===== src/rtl/multi_cycle_adder_pkg.sv =====
// Shared definitions for the chunk-serial adder: FSM encoding and counter sizing.
// Latency: n/a (declarations only).
// Backpressure: n/a.
package multi_cycle_adder_pkg;

  typedef enum logic {
    IDLE = 1'b0,
    RUN  = 1'b1
  } state_e;

  // Chunk counter width; a single-chunk adder still needs a 1-bit counter.
  function automatic int cnt_width(input int n);
    return (n <= 1) ? 1 : $clog2(n);
  endfunction

endpackage


===== src/rtl/full_adder_chunk.sv =====
// Combinational CHUNK-bit ripple adder built from 1-bit full adders.
// Latency: 0 cycles (pure combinational).
// Backpressure: none.
// Ports: x_i/y_i operands, ci_i carry in; sum_o result, co_o carry out of the
//        top bit, c_msb_in_o carry into the top bit (used for signed overflow).
module full_adder_chunk #(
  parameter int CHUNK = 4
) (
  input  logic [CHUNK-1:0] x_i,
  input  logic [CHUNK-1:0] y_i,
  input  logic             ci_i,
  output logic [CHUNK-1:0] sum_o,
  output logic             co_o,
  output logic             c_msb_in_o
);

  // Each bit owns its carry-in/carry-out nets so the ripple is a chain of
  // distinct signals rather than a vector feeding back into itself.
  for (genvar i = 0; i < CHUNK; i++) begin : g_bit
    logic c_in;
    logic c_out;

    if (i == 0) begin : g_first
      assign c_in = ci_i;
    end else begin : g_next
      assign c_in = g_bit[i-1].c_out;
    end

    assign sum_o[i] = x_i[i] ^ y_i[i] ^ c_in;
    assign c_out    = (x_i[i] & y_i[i]) | (c_in & (x_i[i] ^ y_i[i]));
  end

  assign co_o       = g_bit[CHUNK-1].c_out;
  assign c_msb_in_o = g_bit[CHUNK-1].c_in;

endmodule


===== src/rtl/multi_cycle_adder.sv =====
// Chunk-serial two's-complement adder/subtractor with start/done handshake.
// Latency: WIDTH/CHUNK cycles from accepted start to the done pulse.
// Backpressure: start is ignored while busy; no queuing, done is a 1-cycle pulse.
// Ports: clk_i/rst_i (sync, active-high); start_i, sub_i, a_i, b_i, cin_i request;
//        busy_o in flight, done_o result valid, s_o/cout_o/ovf_o registered result.
module multi_cycle_adder
  import multi_cycle_adder_pkg::*;
#(
  parameter int WIDTH = 16,
  parameter int CHUNK = 4
) (
  input  logic             clk_i,
  input  logic             rst_i,
  input  logic             start_i,
  input  logic             sub_i,
  input  logic [WIDTH-1:0] a_i,
  input  logic [WIDTH-1:0] b_i,
  input  logic             cin_i,
  output logic             busy_o,
  output logic             done_o,
  output logic [WIDTH-1:0] s_o,
  output logic             cout_o,
  output logic             ovf_o
);

  localparam int N    = WIDTH / CHUNK;
  localparam int IDXW = cnt_width(N);
  localparam logic [IDXW-1:0] LAST_IDX = IDXW'(N - 1);

  if (WIDTH % CHUNK != 0) begin : g_bad_chunk
    $error("multi_cycle_adder: WIDTH must be a multiple of CHUNK");
  end

  state_e           state_q, state_d;
  logic [WIDTH-1:0] a_q, a_d;
  logic [WIDTH-1:0] b_q, b_d;
  logic             carry_q, carry_d;
  logic [IDXW-1:0]  idx_q, idx_d;
  logic [WIDTH-1:0] psum_q, psum_d;
  logic             done_q, done_d;
  logic [WIDTH-1:0] s_q, s_d;
  logic             cout_q, cout_d;
  logic             ovf_q, ovf_d;

  logic [31:0]      shamt;
  logic [WIDTH-1:0] a_sh, b_sh;
  logic [CHUNK-1:0] chunk_x, chunk_y, chunk_sum;
  logic             chunk_co, chunk_cmsb;
  logic [WIDTH-1:0] sum_ext, sum_pos;

  // Bring the active chunk down to bit 0 and place its sum back in position.
  always_comb begin
    shamt   = 32'(idx_q) * 32'(CHUNK);
    a_sh    = a_q >> shamt;
    b_sh    = b_q >> shamt;
    chunk_x = a_sh[CHUNK-1:0];
    chunk_y = b_sh[CHUNK-1:0];
    sum_ext = '0;
    sum_ext[CHUNK-1:0] = chunk_sum;
    sum_pos = sum_ext << shamt;
  end

  full_adder_chunk #(.CHUNK(CHUNK)) u_chunk (
    .x_i       (chunk_x),
    .y_i       (chunk_y),
    .ci_i      (carry_q),
    .sum_o     (chunk_sum),
    .co_o      (chunk_co),
    .c_msb_in_o(chunk_cmsb)
  );

  always_comb begin
    state_d = state_q;
    a_d     = a_q;
    b_d     = b_q;
    carry_d = carry_q;
    idx_d   = idx_q;
    psum_d  = psum_q;
    done_d  = 1'b0;
    s_d     = s_q;
    cout_d  = cout_q;
    ovf_d   = ovf_q;

    unique case (state_q)
      IDLE: begin
        if (start_i) begin
          state_d = RUN;
          a_d     = a_i;
          // Subtraction is a + ~b + 1; a borrow-in removes that +1.
          b_d     = b_i ^ {WIDTH{sub_i}};
          carry_d = cin_i ^ sub_i;
          idx_d   = '0;
          psum_d  = '0;
        end
      end
      RUN: begin
        // psum is cleared at start, so OR-ing each chunk in is a plain write.
        psum_d  = psum_q | sum_pos;
        carry_d = chunk_co;
        idx_d   = idx_q + IDXW'(1);
        if (idx_q == LAST_IDX) begin
          state_d = IDLE;
          idx_d   = '0;
          s_d     = psum_q | sum_pos;
          cout_d  = chunk_co;
          ovf_d   = chunk_cmsb ^ chunk_co;
          done_d  = 1'b1;
        end
      end
      default: state_d = IDLE;
    endcase
  end

  always_ff @(posedge clk_i) begin
    if (rst_i) begin
      state_q <= IDLE;
      a_q     <= '0;
      b_q     <= '0;
      carry_q <= 1'b0;
      idx_q   <= '0;
      psum_q  <= '0;
      done_q  <= 1'b0;
      s_q     <= '0;
      cout_q  <= 1'b0;
      ovf_q   <= 1'b0;
    end else begin
      state_q <= state_d;
      a_q     <= a_d;
      b_q     <= b_d;
      carry_q <= carry_d;
      idx_q   <= idx_d;
      psum_q  <= psum_d;
      done_q  <= done_d;
      s_q     <= s_d;
      cout_q  <= cout_d;
      ovf_q   <= ovf_d;
    end
  end

  assign busy_o = (state_q == RUN);
  assign done_o = done_q;
  assign s_o    = s_q;
  assign cout_o = cout_q;
  assign ovf_o  = ovf_q;

endmodule


===== config.mk =====
export PLATFORM = sky130hd
export DESIGN_NAME = multi_cycle_adder
export DESIGN_NICKNAME = d
export VERILOG_FILES = /design/src/rtl/multi_cycle_adder_pkg.sv /design/src/rtl/full_adder_chunk.sv /design/src/rtl/multi_cycle_adder.sv
export SDC_FILE = /design/constraint.sdc
export NUM_CORES = 1
export LEC_CHECK = 0
export ABC_AREA = 1
export BUFFER_PORTS_ARGS = -buffer_cell sky130_fd_sc_hd__buf_2
export CORE_MARGIN = 5
export CORE_UTILIZATION = 30
export CTS_CLUSTER_SIZE = 28
export DETAILED_ROUTE_END_ITERATION = 16
export HOLD_SLACK_MARGIN = 0.1
export PLACE_DENSITY = 0.49
export SETUP_SLACK_MARGIN = 0.2
export SLEW_MARGIN = 20
export SYNTH_ARGS = -nofsm -noshare
export SYNTH_HDL_FRONTEND = slang
export SYNTH_HIERARCHICAL = 1
export SYNTH_SLANG_ARGS = --single-unit

===== constraint.sdc =====
create_clock -name clk_i -period 7 [get_ports clk_i]
set_input_delay 0.35 -clock clk_i [delete_from_list [all_inputs] [get_ports clk_i]]
set_output_delay 0.35 -clock clk_i [all_outputs]
set_load 0.02 [all_outputs]

==> run metrics <==
hold_buf cts 0; Finished Core Util 35.4%; Hold Path Sink a_q[3]; vias in the first global route 2,752; DRT Wirelength 7300 um; launch point of the critical path idx_q[0]; Flop pwr share 49.0%; fmax 0.277 GHz; #FFs+latches synth 71; Die Area 0.0124 mm2; Syn Inst Count 403; max-cap violation count 0; CP arrival 3900 ps; Tcrit/Tclk final 51.5%; reg2reg path depth 12; Initial Util 30.3%; DP Wirelength 5150 um; Reg2Reg Capture Point psum_q[15]; Crit path required time 7290 ps; H-Tree Depth 3; share of cells above drive strength 1 18.5%; CORE AREA 0.0102 mm2; Mapped Area 0.00309 mm2; DR vias 2,608; CTS max path bufs 2; crit-path max FO 22; Pre-antenna DRT Iters 4; Power Density 249 mW/mm2; pin count of the biggest net entering global routing 52; Worst Hold Class in2reg; final hold violations 0; Leak Pwr 1.65 nW; Fill cells 1,135; Reg-to-Reg Start idx_q[0]; min-delay src a_i[3]; CTS resizes 0; Tot GR Track Use 12.5%; RSZ-0062 raised after global routing no; Mapped Nets 445; internal power 646 uW; setup repair bufs after CTS 0; die span in x 111 um; Synth warnings 6; number of synthesized flops with an enable pin 0; number of setup violations in the final report 0; post-synthesis cell type count 24; minimum hold slack 234 ps; first-pass GRT wire length 12,800 um; Peak VDD IR 82.0 uV; worst skew pair latency 340 ps; Clk pwr share 36.5%; Most used DFF post-synth dfxtp_1; I/O pin cnt 57; worst hold path depth 3; Post-Syn Area per Cell 7.67 um2; TritonCTS clock tree yes; grt total ovfl 0; gp weighted congestion 0.799; Reg clk slew, reported paths 80 ps; I/O Buffers 56; Slew Limit Fails 0; WL/cell 12.4 um; actual slew at the worst max-slew pin 784 ps; clk root buf clkbuf_8; sw frac 28.1%; routed vias/inst 4.43; Final #Nets 490; outcome completed; Layout Area Growth over Synthesis 16.8%; worst rel slew slack 47.7%; Setup TNS 0 ps; startpoint types flop; DRC viols 0; combinational power share 14.5%; antenna-violating nets left 0; reg-to-reg setup timing slack 3390 ps; ant diodes 0; TritonCTS Sinks 71; # rows 37; die height 111 um; Switching Power 253 uW; crit path time final 3610 ps; Synth async-reset ratio 0%; initial antenna violation count 0; Clock Skews 10.3 ps; crit path kind reg2reg; drt initial violations 115; crit path capture type flop; Seq/Total Area, Yosys 46.0%; Inserted Clock Buffers 9
==> final cells by class <==
class	instances	area [um2]	area share (%)
sequential	71	1420	39.4
clock inverter	6	60.1	1.66
clock buffer	10	138	3.82
tap	136	170	4.72
inverter	39	146	4.06
timing repair buffer	57	288	7.98
multi-input combinational	270	1380	38.4
==> power by group through the flow <==
stage	clock (mW)	sequential, mW	combinational, mW
final	0.328	0.440	0.130
after global routing	0.356	0.443	0.153
after CTS	0.339	0.440	0.133
after detailed placement	0	0.449	0.133
after global placement	0	0.449	0.130
after floorplan	0	0.440	0.102
==> sequential cells by signal, summed over array words and instances, names as in the netlist <==
signal   cells
done_o       1
cout_o       1
a_q         16
b_q         16
s_o         16
carry_q      1
idx_q        2
ovf_o        1
psum_q      16
busy_o       1
==> routing by layer <==
layer / vias to the layer above / part of all wire, % / track usage [%]
met5: - / 0 / 0
met4: 0 / 1.9 / 3.41
met3: 13 / 3.5 / 4.24
met2: 46 / 47 / 21.3
met1: 1175 / 47 / 15.1
li1: 1374 / - / -
==> synth_stat cells, types with 6 or more instances <==
cell type | n | area [um2]
a21oi_1 | 20 | 100
and3_1 | 8 | 50.1
buf_2 | 7 | 35.0
buf_4 | 6 | 45.0
clkbuf_1 | 6 | 22.5
dfxtp_1 | 71 | 1420
inv_1 | 37 | 139
nand2_1 | 71 | 267
nor2_1 | 57 | 214
o21ai_0 | 61 | 305
o21ai_1 | 9 | 45.0
o22ai_1 | 8 | 50.1
xnor2_1 | 17 | 149
==> stage by stage <==
step	power [mW]	area, um2	setup slack (ps)	instances
detailed placement	0.582	3410	3440	573
floorplan	0.542	3090	4120	403
global route	0.952	3610	2980	589
global placement	0.579	3410	3560	573
finish	0.898	3610	3390	589
CTS	0.912	3610	3390	589
==> cells by family (layout without fill, tap and decap cells) <==
logic type | Yosys count | count (layout) | share of synthesized area, %
adders and majority gates | 5 | 5 | 3.00
xor gates and xnor gates | 17 | 17 | 4.82
buffers and inverters | 62 | 112 | 9.19
DFF | 71 | 71 | 46.0
and+or+nand+nor | 146 | 146 | 19.8
AOI/OAI and AO/OA | 102 | 102 | 17.2
==> cell usage in the layout, fill, tap and decap left out <==
| master | count |
|---|---|
| a21oi_1 | 20 |
| and3_1 | 8 |
| o21ai_0 | 61 |
| nor3_1 | 1 |
| inv_1 | 37 |
| buf_2 | 56 |
| nand2_1 | 71 |
| clkinvlp_4 | 2 |
| clkbuf_8 | 10 |
| o22ai_1 | 8 |
| nor2_4 | 4 |
| or2_2 | 4 |
| xnor2_1 | 17 |
| nor2_1 | 57 |
| o21ai_1 | 9 |
| inv_2 | 2 |
| clkinv_2 | 3 |
| buf_4 | 1 |
| fa_1 | 4 |
| bufinv_16 | 1 |
| nand2_2 | 1 |
| ha_1 | 1 |
| o21bai_1 | 4 |
| dfxtp_1 | 71 |
==> worst max-delay path by stage <==
stage                     cells after the start    endpoint
final                                        12  psum_q[15]
after global routing                         12  psum_q[15]
after CTS                                    13  psum_q[11]
after detailed placement                     12  psum_q[15]
after global placement                       12  psum_q[15]
after floorplan                              13  psum_q[15]
==> worst max-delay path: stages, from the launching register on <==
cell and delay, ps:
dfxtp_1 740, inv_1 480, o21ai_0 290, o22ai_1 120, fa_1 420, inv_1 70, fa_1 170, fa_1 170
inv_1 70, fa_1 510, nand2_1 80, o21ai_0 250, and3_1 180
Power figures use the tool's default switching activity.
